File: config.mk
export PLATFORM = sky130hd
export DESIGN_NAME = alu_decode_stage
export DESIGN_NICKNAME = d
export VERILOG_FILES = /design/src/rtl/alu_decode_stage_pkg.sv /design/src/rtl/alu_ctr_decode.sv /design/src/rtl/alu_decode_stage.sv
export SDC_FILE = /design/constraint.sdc
export NUM_CORES = 1
export LEC_CHECK = 0
export BUFFER_PORTS_ARGS = -buffer_cell sky130_fd_sc_hd__buf_2
export CAP_MARGIN = 20
export CELL_PAD_IN_SITES_DETAIL_PLACEMENT = 1
export CELL_PAD_IN_SITES_GLOBAL_PLACEMENT = 2
export CORE_ASPECT_RATIO = 0.8
export CORE_MARGIN = 4
export CORE_UTILIZATION = 28
export DETAILED_ROUTE_END_ITERATION = 8
export PLACE_DENSITY_LB_ADDON = 0.1
export SYNTH_ARGS = -nofsm -noshare
export SYNTH_HDL_FRONTEND = slang
export SYNTH_SLANG_ARGS = --single-unit
File: constraint.sdc
create_clock -name clk -period 2.9 [get_ports clk]
set_clock_uncertainty 0.1 [all_clocks]
set_input_delay 0.145 -clock clk [delete_from_list [all_inputs] [get_ports clk]]
set_output_delay 0.145 -clock clk [all_outputs]
set_load 0.005 [all_outputs]
File: src/rtl/alu_decode_stage_pkg.sv
// Shared ALU operation codes and MIPS opcode/funct constants.
// Used by the decode stage and by the downstream ALU.
package alu_decode_stage_pkg;

    typedef enum logic [3:0] {
        ALU_AND     = 4'd0,
        ALU_OR      = 4'd1,
        ALU_ADD     = 4'd2,
        ALU_EQ      = 4'd3,
        ALU_LE      = 4'd4,
        ALU_GE      = 4'd5,
        ALU_SUB     = 4'd6,
        ALU_GT      = 4'd7,
        ALU_MUL     = 4'd8,
        ALU_DIV     = 4'd9,
        ALU_NE      = 4'd10,
        ALU_NOR     = 4'd12,
        ALU_ILLEGAL = 4'd15
    } alu_op_e;

    localparam logic [5:0] OP_RTYPE    = 6'h00;
    localparam logic [5:0] OP_SPECIAL2 = 6'h1C;
    localparam logic [5:0] OP_BEQ      = 6'h04;
    localparam logic [5:0] OP_BNE      = 6'h05;
    localparam logic [5:0] OP_ADDI     = 6'h08;
    localparam logic [5:0] OP_ADDIU    = 6'h09;
    localparam logic [5:0] OP_SLTI     = 6'h0A;
    localparam logic [5:0] OP_ANDI     = 6'h0C;
    localparam logic [5:0] OP_ORI      = 6'h0D;
    localparam logic [5:0] OP_LW       = 6'h23;
    localparam logic [5:0] OP_SW       = 6'h2B;

    localparam logic [5:0] FN_ADD  = 6'h20;
    localparam logic [5:0] FN_ADDU = 6'h21;
    localparam logic [5:0] FN_SUB  = 6'h22;
    localparam logic [5:0] FN_SUBU = 6'h23;
    localparam logic [5:0] FN_AND  = 6'h24;
    localparam logic [5:0] FN_OR   = 6'h25;
    localparam logic [5:0] FN_NOR  = 6'h27;
    localparam logic [5:0] FN_SLT  = 6'h2A;
    localparam logic [5:0] FN_DIV  = 6'h1A;
    localparam logic [5:0] FN_MUL  = 6'h02;

endpackage

File: src/rtl/alu_ctr_decode.sv
// Combinational opcode/funct decode into ALU control and
// operand-steering flags.
module alu_ctr_decode
    import alu_decode_stage_pkg::*;
(
    input  logic [5:0] opcode,
    input  logic [5:0] funct,
    output alu_op_e    ctr,
    output logic       swap,
    output logic       use_imm,
    output logic       sign_ext,
    output logic       illegal
);

    always_comb begin
        ctr      = ALU_ILLEGAL;
        swap     = 1'b0;
        use_imm  = 1'b0;
        sign_ext = 1'b0;
        unique case (opcode)
            OP_RTYPE: begin
                unique case (funct)
                    FN_ADD, FN_ADDU: ctr = ALU_ADD;
                    FN_SUB, FN_SUBU: ctr = ALU_SUB;
                    FN_AND:          ctr = ALU_AND;
                    FN_OR:           ctr = ALU_OR;
                    FN_NOR:          ctr = ALU_NOR;
                    FN_DIV:          ctr = ALU_DIV;
                    // slt as rt > rs
                    FN_SLT: begin
                        ctr  = ALU_GT;
                        swap = 1'b1;
                    end
                    default:         ctr = ALU_ILLEGAL;
                endcase
            end
            OP_SPECIAL2: begin
                if (funct == FN_MUL) ctr = ALU_MUL;
            end
            OP_ADDI, OP_ADDIU, OP_LW, OP_SW: begin
                ctr      = ALU_ADD;
                use_imm  = 1'b1;
                sign_ext = 1'b1;
            end
            OP_SLTI: begin
                ctr      = ALU_GT;
                swap     = 1'b1;
                use_imm  = 1'b1;
                sign_ext = 1'b1;
            end
            OP_ANDI: begin
                ctr     = ALU_AND;
                use_imm = 1'b1;
            end
            OP_ORI: begin
                ctr     = ALU_OR;
                use_imm = 1'b1;
            end
            OP_BEQ:  ctr = ALU_SUB;
            OP_BNE:  ctr = ALU_EQ;
            default: ctr = ALU_ILLEGAL;
        endcase
        illegal = (ctr == ALU_ILLEGAL);
    end

endmodule

File: src/rtl/alu_decode_stage.sv
// Decode stage: registers ALU control and operands behind a
// valid/ready skid-free pipeline register with flush.
module alu_decode_stage
    import alu_decode_stage_pkg::*;
#(
    parameter int WIDTH = 32,
    parameter int CNT_W = 8
) (
    input  logic             clk,
    input  logic             reset,
    input  logic             in_valid,
    output logic             in_ready,
    input  logic [5:0]       opcode,
    input  logic [5:0]       funct,
    input  logic [15:0]      imm16,
    input  logic [WIDTH-1:0] rs_data,
    input  logic [WIDTH-1:0] rt_data,
    input  logic             flush,
    output logic             out_valid,
    input  logic             out_ready,
    output logic [3:0]       ALU_ctr,
    output logic [WIDTH-1:0] data1,
    output logic [WIDTH-1:0] data2,
    output logic             illegal,
    output logic [CNT_W-1:0] illegal_cnt
);

    alu_op_e          dec_ctr;
    logic             dec_swap;
    logic             dec_use_imm;
    logic             dec_sign_ext;
    logic             dec_illegal;
    logic [WIDTH-1:0] ext_imm;
    logic [WIDTH-1:0] op_b;
    logic [WIDTH-1:0] nxt_d1;
    logic [WIDTH-1:0] nxt_d2;
    logic             xfer;
    logic             load;

    alu_ctr_decode u_dec (
        .opcode   (opcode),
        .funct    (funct),
        .ctr      (dec_ctr),
        .swap     (dec_swap),
        .use_imm  (dec_use_imm),
        .sign_ext (dec_sign_ext),
        .illegal  (dec_illegal)
    );

    always_comb begin
        ext_imm = {{(WIDTH-16){dec_sign_ext & imm16[15]}}, imm16};
        op_b    = dec_use_imm ? ext_imm : rt_data;
        nxt_d1  = rs_data;
        nxt_d2  = op_b;
        if (dec_illegal) begin
            nxt_d1 = '0;
            nxt_d2 = '0;
        end else if (dec_swap) begin
            nxt_d1 = op_b;
            nxt_d2 = rs_data;
        end
    end

    assign in_ready = !out_valid || out_ready;
    assign xfer     = in_valid && in_ready;
    // a flushed transfer leaves the entry and counter untouched
    assign load     = xfer && !flush;

    always_ff @(posedge clk or posedge reset) begin
        if (reset) begin
            out_valid   <= 1'b0;
            ALU_ctr     <= '0;
            data1       <= '0;
            data2       <= '0;
            illegal     <= 1'b0;
            illegal_cnt <= '0;
        end else begin
            if (flush)
                out_valid <= 1'b0;
            else if (xfer)
                out_valid <= 1'b1;
            else if (out_ready)
                out_valid <= 1'b0;
            if (load) begin
                ALU_ctr <= dec_ctr;
                data1   <= nxt_d1;
                data2   <= nxt_d2;
                illegal <= dec_illegal;
                if (dec_illegal && illegal_cnt != '1)
                    illegal_cnt <= illegal_cnt + CNT_W'(1);
            end
        end
    end

endmodule

# ---- Word-level counts from Yosys, hierarchy flattened
# Index checks and enable logic that the tools add are counted.
dict set report op_classes {
  eq_ne 22
  bitwise 1
  n_reduce_logical 14
  mux 15
  addsub 1
}
# op count
set op_table {}
lappend op_table {{32-bit 2-to-1 mux} 5}
lappend op_table {{6-bit == test, second input constant} 10}
lappend op_table {{4-bit one-hot mux with 8 select lines} 1}
lappend op_table {{6-bit by 4-bit == test with 1-bit output, second input constant} 5}
lappend op_table {{4-bit one-hot mux with 7 select lines} 1}
lappend op_table {{6-bit by 3-bit == test with 1-bit output, second input constant} 2}
lappend op_table {{6-bit by 5-bit == test with 1-bit output, second input constant} 2}
lappend op_table {{8-bit by 1-bit adder with 8-bit output, second input constant} 1}
lappend op_table {{8-bit inequality test, second input constant} 1}
lappend op_table {{7-bit OR reduction} 1}
lappend op_table {{6-bit by 2-bit == test with 1-bit output, second input constant} 1}
lappend op_table {{6-bit zero test} 1}
lappend op_table {{1-bit 2-to-1 mux} 6}
lappend op_table {{5-bit OR reduction} 1}
lappend op_table {{4-bit == test, second input constant} 1}
lappend op_table {{2-bit OR reduction} 2}
lappend op_table {{4-bit OR reduction} 1}
lappend op_table {{1-bit logical AND} 3}
lappend op_table {{3-bit 2-to-1 mux} 1}
lappend op_table {{3-bit nonzero test} 1}
lappend op_table {{1-bit zero test} 2}
lappend op_table {{1-bit one-hot mux with 2 select lines} 1}
lappend op_table {{2-bit AND reduction} 1}
lappend op_table {{1-bit bitwise AND} 1}
lappend op_table {{1-bit logical OR} 1}
dict set report totals {
  wordCells 59
  in_bits 97
  register_bits 78
  out_inout_bits 79
}

# ---- Depth between registers and ports, before layout
dict set report depth {
  word_depth 7
  ltp_mapped 8
  depth_no_buf 7
}

# ---- Cells and area by module
# From an unflattened synthesis, not the netlist that was laid out.
dict set report hier_totals {
  cells_unflattened 448
  hier_area_um2 4310.4
}
# module seq_area_each_um2 cells_per_inst area_each_um2 n_inst
set modules_own_cells {}
lappend modules_own_cells {alu_decode_stage 1951.9 389 3951.3 1}
lappend modules_own_cells {alu_ctr_decode 0.0 59 359.1 1}

# ---- Least setup slack after synthesis
# OpenSTA, ideal clock, no wires.
dict set report synth_timing {
  kind {input to register}
  from {in opcode[3]}
  to {reg illegal_cnt[1]}
  setup_ps 128
  required_ps 2672
  path_buffers 1
  arrival_ps 1803
  stages 7
  setup_slack_ps 869
  path_cell_list {buf_6 -> or4_4 -> a311oi_2 -> a22o_4 -> nand3_4 -> nor2_2 -> mux2_1}
}
dict set report synth_via {
  elab_chain_len 6
  word_cells_on_any_way 16
  cone_classes {eq/ne: 11; mux: 1; reduce/logical: 4}
}
# item line_no
set synth_lines {}
lappend synth_lines {{start, declared} alu_decode_stage.sv:13} ;# input logic [5:0] opcode,
lappend synth_lines {{6-bit by 4-bit == test with 1-bit output or 6-bit == test (tied branches)} alu_ctr_decode.sv:20} ;# unique case (opcode)
lappend synth_lines {{4-bit OR reduction} n/a}
lappend synth_lines {{4-bit one-hot mux with 8 select lines *} alu_ctr_decode.sv:20}
lappend synth_lines {{4-bit == test *} alu_ctr_decode.sv:63} ;# illegal = (ctr == ALU_ILLEGAL);
lappend synth_lines {{1-bit logical AND *} alu_decode_stage.sv:89} ;# if (dec_illegal && illegal_cnt != '1)
lappend synth_lines {{2-bit AND reduction (no source line) *} n/a}
lappend synth_lines {{end signal, assigned} alu_decode_stage.sv:90} ;# illegal_cnt <= illegal_cnt + CNT_W'(1);
lappend synth_lines {{end, declared} alu_decode_stage.sv:25} ;# output logic [CNT_W-1:0] illegal_cnt
# Mark *: on every way between the ends. The rest lies on a longest branch, timed or not.
# A chain may end at the register's enable or synchronous reset.

# ---- Worst setup path in the final report
dict set report layout_timing {
  from {reg out_valid}
  to {reg illegal_cnt[7]}
}
dict set report layout_via {
  elab_chain_len 5
}
# item line_no
set layout_lines {}
lappend layout_lines {{start, declared} alu_decode_stage.sv:19} ;# output logic out_valid,
lappend layout_lines {{start signal, assigned} alu_decode_stage.sv:71} ;# out_valid <= 1'b0;
lappend layout_lines {{start signal, assigned} alu_decode_stage.sv:79} ;# out_valid <= 1'b0;
lappend layout_lines {{start signal, assigned} alu_decode_stage.sv:81} ;# out_valid <= 1'b1;
lappend layout_lines {{1-bit zero test} alu_decode_stage.sv:64} ;# assign in_ready = !out_valid || out_ready;
lappend layout_lines {{1-bit logical OR} alu_decode_stage.sv:64}
lappend layout_lines {{1-bit logical AND} alu_decode_stage.sv:65} ;# assign xfer = in_valid && in_ready;
lappend layout_lines {{1-bit logical AND} alu_decode_stage.sv:67} ;# assign load = xfer && !flush;
lappend layout_lines {{2-bit AND reduction (no source line)} n/a}
# Every way passes these cells.

==> summary.md <==
| Metric | Value |
|---|---|
| Critical-path top delay cell | `nor3b_2` |
| Syn Inst Count | `470` |
| CTS root buf | `clkbuf_16` |
| Post-synth EDFFs | `0` |
| Core ar. | `15200 sq um` |
| H-tree depth | `3` |
| Rel. slew slack | `37.9%` |
| Leak | `2.83 nW` |
| DR pass1 iterations | `4` |
| Top-count cell post-synth | `nand2_1` |
| Area occupied by multi-input gates | `2190 sq um` |
| Post-CTS Resized | `0` |
| DR DRC count | `0` |
| First-pass GRT wire length | `24800 um` |
| Total gr overflow | `0` |
| Inserted Clock Buffers | `9` |
| Count of final setup violators | `0` |
| Max Slew Vio Count | `0` |
| Initial antenna violation count | `0` |
| Area Overhead vs Synth | `32.3%` |
| CTS tree | `yes` |
| Gpl congestion | `0.749` |
| Largest net degree at the start of global routing | `49` |
| # rows | `40` |
| Register area share after synthesis | `44.5%` |
| Synth top area share | `44.5%` |
| Filler cells | `1818` |
| Share of layout cells above drive strength 1 | `37.9%` |
| Fmax | `0.472 GHz` |
| Worst EP arrival | `2.25 ns` |
| Post-Synthesis Cell Area | `4390 sq um` |
| GRT Total Usage | `17.6%` |
| Run status | `finished clean` |
| IO buf count | `175` |
| # diodes | `0` |
| R2R Setup Slk | `0.78 ns` |
| Die height | `120 um` |
| Cells taking the most area after synthesis | `dfrtp_1, nand2_1, o21ai_0` |
| Worst-Skew Late Latency | `0.34 ns` |
| Synth area leader | `dfrtp_1` |
| Mapped Nets | `568` |
| Crit path buf inv count | `0` |
| Maxcap violations | `0` |
| Via density | `4.90` |
| Peak VDD IR | `0.000294 V` |
| Clock Path Buffers | `2` |
| Crit-path leading delay family | `simple AND/OR/NAND/NOR gates` |
| Ys flop type | `dfrtp_1` |
| Vias in the first global route | `4601` |
| Top Ports | `176` |
| Initial core utilization | `28.9%` |
| Hold_ws | `0.0106 ns` |
| Die span in x | `148 um` |
| Ys Warns | `0` |
| Detailed-route wire length per cell | `18.0 um` |
| Post-Syn Area per Cell | `9.33 sq um` |
| Crit end category | `flip-flop` |
| Final hold vios | `0` |
| TritonCTS Sinks | `78` |
| Vias | `4220` |
| Antenna Violating Nets Remaining | `0` |
| CP required | `3.03 ns` |
| Tcrit/Tclk final | `73.1%` |
| Setup TNS | `0 ns` |
| Post-layout min period | `2.12 ns` |
| DRT Wirelength | `15500 um` |
| P per Cell Area | `524 nW/um^2` |
| Unrepaired setup endpoints after global routing | `false` |
| Worst slew pin tran | `0.932 ns` |
| Hold Crit Class | `input pin to flip-flop` |
| Ys async rst share | `100%` |
| Library cells used by synthesis | `56` |
| Starting DRC count in detailed routing | `144` |
| Commonest cells in the synthesized netlist | `nand2_1, dfrtp_1, o21ai_0, a2bb2oi_1, nor2_1` |
| Final #Nets | `746` |
| CP Class | `flip-flop to flip-flop` |
| Crit path launch type | `flip-flop` |
| Reg clk slew, reported paths | `0.06 ns` |
| Crit path cell chain | `nor2b_1 > nor3b_2 > nand3_1 > nor4b_2 > mux2_2` |
| CP max stage delay | `0.57 ns` |
| Crit Path Max Fanout | `9` |
| Post-synthesis register bit count | `78` |
| Post-DP HPWL | `11000 um` |
| Die Area | `17700 sq um` |
| Sequential Area | `1950 sq um` |
==> through the flow <==
step	setup slack, ns	power (W)	area (sq um)	utilization, %	cells
after floorplan	0.660	0.00166	4390	-	470
after global placement	0.550	0.00196	5390	35.5	833
after detailed placement	0.470	0.00198	5390	35.5	833
after CTS	0.743	0.00311	5800	38.3	862
after global routing	0.644	0.00324	5800	38.3	862
final	0.780	0.00304	5800	38.3	862
==> per-layer routing <==
layer / share of wire (%) / GRT usage (%) / wire (um)
met4: 1.2 / 4.73 / 184
met2: 47 / 29.0 / 7230
met5: 0 / 0 / 0
met1: 44 / 22.2 / 6830
met3: 8.1 / 5.62 / 1250
==> path summary, 6_finish.rpt <==
path / depth (start not counted) / start / to
max: 5 / out_valid / illegal_cnt[7]
min: 3 / rs_data[24] / data1[24]
max reg2reg: 5 / out_valid / illegal_cnt[7]
min reg2reg: 2 / data2[7] / data2[7]
max in group asynchronous: 4 / reset / data1[7]
min in group asynchronous: 3 / reset / data2[30]
==> placed cells by master (no fill, tap or decap), drive strengths merged, types with 2 or more instances in the layout <==
| cell | count |
|---|---|
| nor2b | 2 |
| a21oi | 2 |
| mux2i | 16 |
| nand2b | 4 |
| and2 | 2 |
| a31oi | 4 |
| nor4b | 3 |
| xor2 | 6 |
| and3 | 3 |
| nor2 | 32 |
| or3b | 2 |
| buf | 186 |
| o21ai | 100 |
| clkbuf | 11 |
| a2bb2oi | 32 |
| clkinv | 4 |
| nor3 | 3 |
| nand4b | 2 |
| nand2 | 104 |
| dfrtp | 78 |
| inv | 4 |
| o31a | 2 |
| nand4 | 4 |
| or3 | 2 |
| nor3b | 3 |
| mux2 | 3 |
| dlygate4sd3 | 14 |
| nand3 | 7 |
==> power breakdown <==
| part | leakage [nW] | switching (W) | internal [W] |
|---|---|---|---|
| registers | 1.03 | 0.000103 | 0.00122 |
| logic | 1.65 | 0.000340 | 0.000299 |
| clock network | 0.137 | 0.000454 | 0.000617 |
| total | 2.83 | 0.000897 | 0.00214 |
==> registers in the layout (all words and copies together) (netlist names) <==
signal       flops
illegal_cnt      8
illegal          1
data1           32
out_valid        1
ALU_ctr          4
data2           32
==> timing repair <==
| action | in CTS | in global routing |
|---|---|---|
| hold buffers | 14 | 0 |
| endpoints found under the hold margin | 61 | 0 |
| setup buffers | 0 | 0 |
==> worst reg2reg max path, delay by kind of cell, from the launching register on <==
family        cells  cell delay [ns]
mux               1             0.36
flops             1             0.38
simple gates      4             1.17
==> final cells by class <==
cell class	instances	share of cell area, %
clock inverter	4	0.388
clock buffer	11	4.36
inverter	5	0.345
tap	210	4.53
sequential	78	33.6
timing repair buffer	200	18.9
multi-input combinational	354	37.8
==> cell families after synthesis <==
kind of cell | Yosys count | share of synthesized area [%]
fa+ha+maj | 1 | 0.285
flops | 78 | 44.5
buf+inv | 38 | 5.54
mux | 19 | 4.42
compound gates | 150 | 24.0
xor+xnor | 6 | 1.20
simple gates | 178 | 20.1
Note: power is estimated with default switching activity, not from simulation.
